<file path="config.mk">
export PLATFORM = sky130hd
export DESIGN_NAME = aes256_uart_ctrl_flat
export DESIGN_NICKNAME = d
export VERILOG_FILES = /design/src/rtl/aes256_uart_ctrl_if.sv /design/src/rtl/aes256_uart_ctrl.sv /design/src/flat_wrapper.sv
export SDC_FILE = /design/constraint.sdc
export NUM_CORES = 1
export LEC_CHECK = 0
export ABC_AREA = 1
export ABC_CLOCK_PERIOD_IN_PS = 45400
export BUFFER_PORTS_ARGS = -buffer_cell sky130_fd_sc_hd__buf_2
export CORE_MARGIN = 3
export CORE_UTILIZATION = 34
export DETAILED_ROUTE_END_ITERATION = 8
export SETUP_SLACK_MARGIN = 0.15
export SLEW_MARGIN = 5
export SYNTH_ARGS = -nofsm -noshare
export SYNTH_HDL_FRONTEND = slang
export SYNTH_SLANG_ARGS = --single-unit
export TNS_END_PERCENT = 50
</file>
<file path="constraint.sdc">
create_clock -name clk -period 45.4 [get_ports clk]
set_input_delay 4.54 -clock clk [delete_from_list [all_inputs] [get_ports clk]]
set_output_delay 4.54 -clock clk [all_outputs]
set_load 0.03 [all_outputs]
</file>
<file path="src/rtl/aes256_uart_ctrl_if.sv">
// Byte-link and AES-core signal bundle for the frame sequencer; the master side is the controller.
interface aes256_uart_ctrl_if #(
    parameter int KEY_BYTES  = 32,
    parameter int TEXT_BYTES = 16
);
    logic [7:0]              rx_data;
    logic                    rx_new_data;
    logic [8*KEY_BYTES-1:0]  aes_key;
    logic [8*TEXT_BYTES-1:0] aes_text;
    logic                    aes_start;
    logic                    aes_done;
    logic [8*TEXT_BYTES-1:0] aes_result;
    logic [7:0]              tx_data;
    logic                    tx_new_data;
    logic                    tx_busy;
    logic                    busy;
    logic                    rx_drop;
    logic                    err_timeout;
    logic                    clr_flags;

    modport master (
        input  rx_data, rx_new_data, aes_done, aes_result, tx_busy, clr_flags,
        output aes_key, aes_text, aes_start, tx_data, tx_new_data, busy, rx_drop, err_timeout
    );

    modport slave (
        output rx_data, rx_new_data, aes_done, aes_result, tx_busy, clr_flags,
        input  aes_key, aes_text, aes_start, tx_data, tx_new_data, busy, rx_drop, err_timeout
    );
endinterface

</file>
<file path="src/rtl/aes256_uart_ctrl.sv">
// Collects a key+plaintext frame from UART RX, runs one AES-256 encryption, streams the ciphertext to UART TX.
// Last RX byte -> aes_start 1 clk; aes_done -> first tx strobe 2 clk; TX paced by tx_busy, RX bytes outside RECV dropped.
module aes256_uart_ctrl #(
    parameter int KEY_BYTES   = 32,
    parameter int TEXT_BYTES  = 16,
    parameter int RX_TIMEOUT  = 174000,
    parameter int AES_TIMEOUT = 4096
) (
    input  logic                clk,
    input  logic                rst,
    aes256_uart_ctrl_if.master  bus
);
    localparam int FRAME = KEY_BYTES + TEXT_BYTES;
    localparam int GAP_W = $clog2(RX_TIMEOUT + 1);
    localparam int WD_W  = $clog2(AES_TIMEOUT + 1);
    localparam int KI_W  = $clog2(KEY_BYTES);
    localparam int TI_W  = $clog2(TEXT_BYTES);

    typedef enum logic [2:0] {
        RECV, START, WAIT_AES, SEND, TX_ACK, TX_DRAIN
    } state_t;

    state_t                          state_q, state_d;
    logic [5:0]                      cnt_q, cnt_d;
    logic [4:0]                      idx_q, idx_d;
    logic [GAP_W-1:0]                gap_q, gap_d;
    logic [WD_W-1:0]                 wd_q, wd_d;
    logic [KEY_BYTES-1:0][7:0]       key_q, key_d;
    logic [TEXT_BYTES-1:0][7:0]      text_q, text_d;
    logic [TEXT_BYTES-1:0][7:0]      resp_q, resp_d;
    logic [7:0]                      tx_data_q, tx_data_d;
    logic                            tx_new_q, tx_new_d;
    logic                            rx_drop_q, rx_drop_d;
    logic                            err_q, err_d;
    logic                            set_err;
    logic                            set_drop;

    always_comb begin
        state_d   = state_q;
        cnt_d     = cnt_q;
        idx_d     = idx_q;
        gap_d     = gap_q;
        wd_d      = wd_q;
        key_d     = key_q;
        text_d    = text_q;
        resp_d    = resp_q;
        tx_data_d = tx_data_q;
        tx_new_d  = 1'b0;
        set_err   = 1'b0;
        set_drop  = bus.rx_new_data && (state_q != RECV);

        case (state_q)
            RECV: begin
                if (bus.rx_new_data) begin
                    if (cnt_q < 6'(KEY_BYTES))
                        key_d[KI_W'(cnt_q)] = bus.rx_data;
                    else
                        text_d[TI_W'(cnt_q - 6'(KEY_BYTES))] = bus.rx_data;
                    cnt_d = cnt_q + 6'd1;
                    gap_d = '0;
                    if (cnt_q == 6'(FRAME - 1))
                        state_d = START;
                end else if (cnt_q != 6'd0) begin
                    // Partial frame abandoned: counter rewinds, stored bytes get overwritten later.
                    if (gap_q >= GAP_W'(RX_TIMEOUT - 1)) begin
                        cnt_d   = '0;
                        gap_d   = '0;
                        set_err = 1'b1;
                    end else begin
                        gap_d = gap_q + 1'b1;
                    end
                end
            end
            START: begin
                wd_d    = '0;
                state_d = WAIT_AES;
            end
            WAIT_AES: begin
                if (bus.aes_done) begin
                    resp_d  = bus.aes_result;
                    idx_d   = '0;
                    state_d = SEND;
                end else if (wd_q >= WD_W'(AES_TIMEOUT - 1)) begin
                    set_err = 1'b1;
                    cnt_d   = '0;
                    state_d = RECV;
                end else begin
                    wd_d = wd_q + 1'b1;
                end
            end
            SEND: begin
                if (!bus.tx_busy) begin
                    tx_data_d = resp_q[TI_W'(idx_q)];
                    tx_new_d  = 1'b1;
                    state_d   = TX_ACK;
                end
            end
            TX_ACK: begin
                if (bus.tx_busy)
                    state_d = TX_DRAIN;
            end
            TX_DRAIN: begin
                if (!bus.tx_busy) begin
                    idx_d = idx_q + 5'd1;
                    if (idx_q == 5'(TEXT_BYTES - 1)) begin
                        cnt_d   = '0;
                        state_d = RECV;
                    end else begin
                        state_d = SEND;
                    end
                end
            end
            default: state_d = RECV;
        endcase

        // A set event in the same cycle as clr_flags keeps the flag high.
        rx_drop_d = (rx_drop_q && !bus.clr_flags) || set_drop;
        err_d     = (err_q && !bus.clr_flags) || set_err;
    end

    always_ff @(posedge clk or posedge rst) begin
        if (rst) begin
            state_q   <= RECV;
            cnt_q     <= '0;
            idx_q     <= '0;
            gap_q     <= '0;
            wd_q      <= '0;
            key_q     <= '0;
            text_q    <= '0;
            resp_q    <= '0;
            tx_data_q <= '0;
            tx_new_q  <= 1'b0;
            rx_drop_q <= 1'b0;
            err_q     <= 1'b0;
        end else begin
            state_q   <= state_d;
            cnt_q     <= cnt_d;
            idx_q     <= idx_d;
            gap_q     <= gap_d;
            wd_q      <= wd_d;
            key_q     <= key_d;
            text_q    <= text_d;
            resp_q    <= resp_d;
            tx_data_q <= tx_data_d;
            tx_new_q  <= tx_new_d;
            rx_drop_q <= rx_drop_d;
            err_q     <= err_d;
        end
    end

    assign bus.aes_key     = key_q;
    assign bus.aes_text    = text_q;
    assign bus.aes_start   = (state_q == START);
    assign bus.tx_data     = tx_data_q;
    assign bus.tx_new_data = tx_new_q;
    assign bus.busy        = (state_q != RECV);
    assign bus.rx_drop     = rx_drop_q;
    assign bus.err_timeout = err_q;
endmodule
</file>
<file path="src/flat_wrapper.sv">
// flat-port wrapper written by rule: the top's interface ports become plain ports
module aes256_uart_ctrl_flat 
#(
    parameter int KEY_BYTES   = 32,
    parameter int TEXT_BYTES  = 16,
    parameter int RX_TIMEOUT  = 174000,
    parameter int AES_TIMEOUT = 4096
)
  (clk, rst, bus_rx_data, bus_rx_new_data, bus_aes_done, bus_aes_result, bus_tx_busy, bus_clr_flags, bus_aes_key, bus_aes_text, bus_aes_start, bus_tx_data, bus_tx_new_data, bus_busy, bus_rx_drop, bus_err_timeout);
  aes256_uart_ctrl_if #(.KEY_BYTES(KEY_BYTES), .TEXT_BYTES(TEXT_BYTES)) bus_i ();
  input  logic clk;
  input  logic rst;
  input wire logic [$bits(bus_i.rx_data)-1:0] bus_rx_data;
  input wire logic [$bits(bus_i.rx_new_data)-1:0] bus_rx_new_data;
  input wire logic [$bits(bus_i.aes_done)-1:0] bus_aes_done;
  input wire logic [$bits(bus_i.aes_result)-1:0] bus_aes_result;
  input wire logic [$bits(bus_i.tx_busy)-1:0] bus_tx_busy;
  input wire logic [$bits(bus_i.clr_flags)-1:0] bus_clr_flags;
  output wire logic [$bits(bus_i.aes_key)-1:0] bus_aes_key;
  output wire logic [$bits(bus_i.aes_text)-1:0] bus_aes_text;
  output wire logic [$bits(bus_i.aes_start)-1:0] bus_aes_start;
  output wire logic [$bits(bus_i.tx_data)-1:0] bus_tx_data;
  output wire logic [$bits(bus_i.tx_new_data)-1:0] bus_tx_new_data;
  output wire logic [$bits(bus_i.busy)-1:0] bus_busy;
  output wire logic [$bits(bus_i.rx_drop)-1:0] bus_rx_drop;
  output wire logic [$bits(bus_i.err_timeout)-1:0] bus_err_timeout;
  assign bus_i.rx_data = bus_rx_data;
  assign bus_i.rx_new_data = bus_rx_new_data;
  assign bus_i.aes_done = bus_aes_done;
  assign bus_i.aes_result = bus_aes_result;
  assign bus_i.tx_busy = bus_tx_busy;
  assign bus_i.clr_flags = bus_clr_flags;
  assign bus_aes_key = bus_i.aes_key;
  assign bus_aes_text = bus_i.aes_text;
  assign bus_aes_start = bus_i.aes_start;
  assign bus_tx_data = bus_i.tx_data;
  assign bus_tx_new_data = bus_i.tx_new_data;
  assign bus_busy = bus_i.busy;
  assign bus_rx_drop = bus_i.rx_drop;
  assign bus_err_timeout = bus_i.err_timeout;
  aes256_uart_ctrl #(.KEY_BYTES(KEY_BYTES), .TEXT_BYTES(TEXT_BYTES), .RX_TIMEOUT(RX_TIMEOUT), .AES_TIMEOUT(AES_TIMEOUT)) u_core (.clk(clk), .rst(rst), .bus(bus_i));
endmodule
</file>
==> flow_summary_export.csv <==
group,metric,value,unit
critical_path,rr_worst_depth,5,
clock_network,post_cts_buffers,0,
layout,area_delta_synth_final,23.7,%
clock_network,insertion_delay,0.66,ns
worst_hold_path,hp-start,"u_core.resp_q[96]",
route,drt-pass1-iter-count,5,
global_routing,grt_pass1_wl,120,mm
layout,final_nets,3174,
layout,drive_above_1_share,23.7,%
synth,yosysSeqAreaShare,61.0,%
placement,io_buffers,538,
sta,hold_violations,0,
sta,setup_violations,0,
route,drt_iter0_drc,1611,
global_routing,first_global_vias,19100,
power_and_ir_drop,power_density,43.7,nW/µm²
sta,worstMarginPinSlew,1.15,ns
synth,ys_types,38,
clock_network,hold_buffers,0,
critical_path,critical_path.startpoint_type,"primary input",
floorplan,ioPinCount,539,
global_routing,grt_max_degree,120,
route,drcViolationCount,0,
floorplan,chipHeight,268,µm
status,outcome,"complete, no violations",
critical_path,timing.rr.end,"u_core.bus.aes_text[15]",
critical_path,cp-end-kind,"flop",
clock_network,cts_tree,"yes",
route,vias,19100,
critical_path,critPathMaxFanout,16,
synth,synth_top_family_by_area,"simple AND/OR/NAND/NOR gates",
power_and_ir_drop,vdd_drop_max,0.0329,mV
placement,globalplace.congestion,0.825,
worst_hold_path,hold_class,"reg2reg",
synth,ys.flop_type,"dfrtp_1",
route,routed_via_density,4.84,
synth,synth_xor_area_share,0.677,%
critical_path,path_cells,"buf_2, inv_1, nor3_4, nand4_1, o21ai_0",
critical_path,r2r_slack,42.39,ns
synth,synth_cells,2558,
global_routing,grt_use_total,21.8,%
critical_path,path_delay_family,"simple AND/OR/NAND/NOR gates",
critical_path,worst-path-buf-inv,2,
floorplan,fp-row-count,95,
floorplan,start_util,34.5,%
critical_path,cp.required,45.93,ns
synth,syn_area_per_cell,9.11,µm²
synth,ys_async_sr_fraction,100,%
layout,fill_cells,6707,
synth,synth_compound_area_share,12.8,%
synth,synth_fa_ha_area_share,0.430,%
power_and_ir_drop,p_leak,0.0150,µW
critical_path,r2r_start,"u_core.state_q[0]",
worst_hold_path,min_to,"u_core.resp_q[96]",
clock_network,htreeDepth,2,
critical_path,crit_start,"bus_rx_new_data",
floorplan,die_area,71700,µm²
global_routing,overflow,0,
sta,min_period,6.54,ns
global_routing,antenna_found_initial,2,
clock_network,cts_resized,0,
clock_network,clk_pin_slew_worst_paths,0.06,ns
critical_path,critPathKind,"in2reg",
placement,place_hpwl,54.5,mm
sta,max_freq,153,MHz
clock_network,cts-root-buf,"clkbuf_16",
route,wl_per_cell,20.0,µm
sta,skew,0.0830,ns
sta,rsz0062_at_grt,"false",
clock_network,numCtsBuffers,61,
floorplan,floorplan.die.width,268,µm
critical_path,critPathSlowestCell,"nor3_4",
route,routed_wl,79.1,mm
sta,slew-limit-headroom,23.1,%
synth,synth.net_count,2708,
synth,synth-seq-cells,568,
synth,synth_mux_area_share,0,%
sta,slew_violations,0,
flow_run,drv_cap,0,
clock_network,cts_num_sinks,568,
critical_path,slowest_delay,0.94,ns
clock_network,clock_path_buffers,3,
synth,synth_area,23300,µm²
layout,post-route-util,42.7,%
synth,synth_edf_count,0,
sta,setup_tns,0,ns
route,final_antenna_net_count,0,
worst_hold_path,hold_depth,2,
sta,fin_crit_sh,14.4,%
critical_path,arrival,7.07,ns
synth,synth-simple-area-share,20.2,%
synth,ys_warn_count,0,
floorplan,core,67500,µm²
synth_stat cells, types with 2 or more instances:
cell | number | share of area, %
nor2_1 | 66 | 1.1
nand3_4 | 6 | 0.45
nand3_1 | 106 | 2.3
inv_1 | 127 | 2.0
nand4_4 | 4 | 0.37
nand3_2 | 3 | 0.13
xnor2_1 | 5 | 0.19
a21oi_1 | 37 | 0.79
nand2_1 | 850 | 14
ha_1 | 8 | 0.43
nor3_1 | 2 | 0.043
clkinv_1 | 2 | 0.032
inv_2 | 5 | 0.081
dfrtp_1 | 568 | 61
nor2_2 | 3 | 0.081
o22ai_1 | 2 | 0.054
nand2_2 | 25 | 0.67
o21ai_0 | 460 | 9.9
buf_4 | 5 | 0.16
o211ai_1 | 33 | 1.1
o21ai_1 | 41 | 0.88
buf_2 | 26 | 0.56
xor2_1 | 13 | 0.49
nor2_4 | 4 | 0.19
buf_1 | 10 | 0.16
nor2_8 | 4 | 0.34
nand4_1 | 21 | 0.56
clkbuf_1 | 112 | 1.8
stage by stage:
stage	instance area (µm²)	cells	total power (µW)	worst slack, ns	hold WS (ns)
floorplan	23300	2558	664	24.97	0.444
global placement	26600	3834	730	38.16	0.457
detailed placement	26600	3834	731	38.08	0.460
CTS	28800	3948	1270	38.78	0.477
global route	28800	3949	1310	38.50	0.487
finish	28800	3949	1260	38.86	0.474
worst register-to-register path, cell delays in order, from the launching register on:
cell     delay, ns
dfrtp_1       0.47
nor2_4        0.21
nand2_4       0.15
nor3_4        0.90
nand4_1       0.82
o21ai_0       0.41
cell usage in the layout (no fill, tap or decap), types with 3 or more instances in the layout:
cell,synthesis,routed
nand2_1,850,850
dfrtp_1,568,566
buf_2,26,538
o21ai_0,460,460
inv_1,127,117
nand3_1,106,105
nor2_1,66,66
clkbuf_16,0,61
o21ai_1,41,41
a21oi_1,37,37
o211ai_1,33,33
nand2_2,25,25
nand4_1,21,21
clkinv_2,0,19
buf_4,5,19
xor2_1,13,13
bufinv_16,0,10
clkinv_1,2,8
ha_1,8,8
clkbuf_1,112,8
inv_2,5,7
nand3_4,6,7
clkbuf_8,0,7
xnor2_1,5,5
nor2_4,4,4
nor2_8,4,4
nand4_4,4,4
inv_6,1,3
nand3_2,3,3
nor2_2,3,3
clkinv_16,0,3
sequential cells by signal (all words and copies together) (netlist names):
name and cells:
u_core.cnt_q 6, u_core.bus.aes_text 128, u_core.gap_q 18, u_core.bus.err_timeout 1
u_core.bus.rx_drop 1, u_core.idx_q 5, u_core.resp_q 128, u_core.bus.tx_data 8
u_core.bus.aes_key 256, u_core.bus.tx_new_data 1, u_core.state_q 3, u_core.wd_q 13
area by class of cell:
class,count,area [µm²],area share (%)
Inverter,135,522,1.81
Antenna cell,1,2.50,0.00868
Clock inverter,38,539,1.87
Tap cell,873,1090,3.79
Timing Repair Buffer,557,2840,9.84
Clock buffer,76,1650,5.74
Sequential cell,568,14200,49.3
Multi-Input combinational cell,1701,7950,27.6
per-layer routing:
metal,track usage (%),vias up,part of all wire [%]
li1,-,9219,-
met1,28.6,9196,43
met2,35.3,574,47
met3,5.84,117,7.4
met4,6.94,0,3.0
met5,0,-,0
cell families (layout without fill, tap and decap cells):
| kind of cell | Yosys count | after routing |
|---|---|---|
| DFF | 568 | 568 |
| and+or+nand+nor | 1099 | 1099 |
| AOI/OAI and AO/OA | 576 | 576 |
| buffers and inverters | 289 | 806 |
| adders and majority gates | 8 | 8 |
| xor gates and xnor gates | 18 | 18 |
| other | 0 | 1 |
how the worst max path moves through the flow:
stage	slack, ns	end	cells past startpoint
global route	38.50	u_core.bus.aes_text[15]	5
floorplan	24.97	u_core.bus.aes_key[0]	1
global placement	38.16	u_core.bus.aes_text[10]	5
detailed placement	38.08	u_core.bus.aes_text[12]	5
CTS	38.78	u_core.bus.aes_text[15]	5
finish	38.86	u_core.bus.aes_text[15]	5
power by group:
group,switching [µW],internal (µW)
sequential,16.3,533
clock,220,318
combinational,131,39.9
Note: power is estimated with default switching activity, not from simulation.
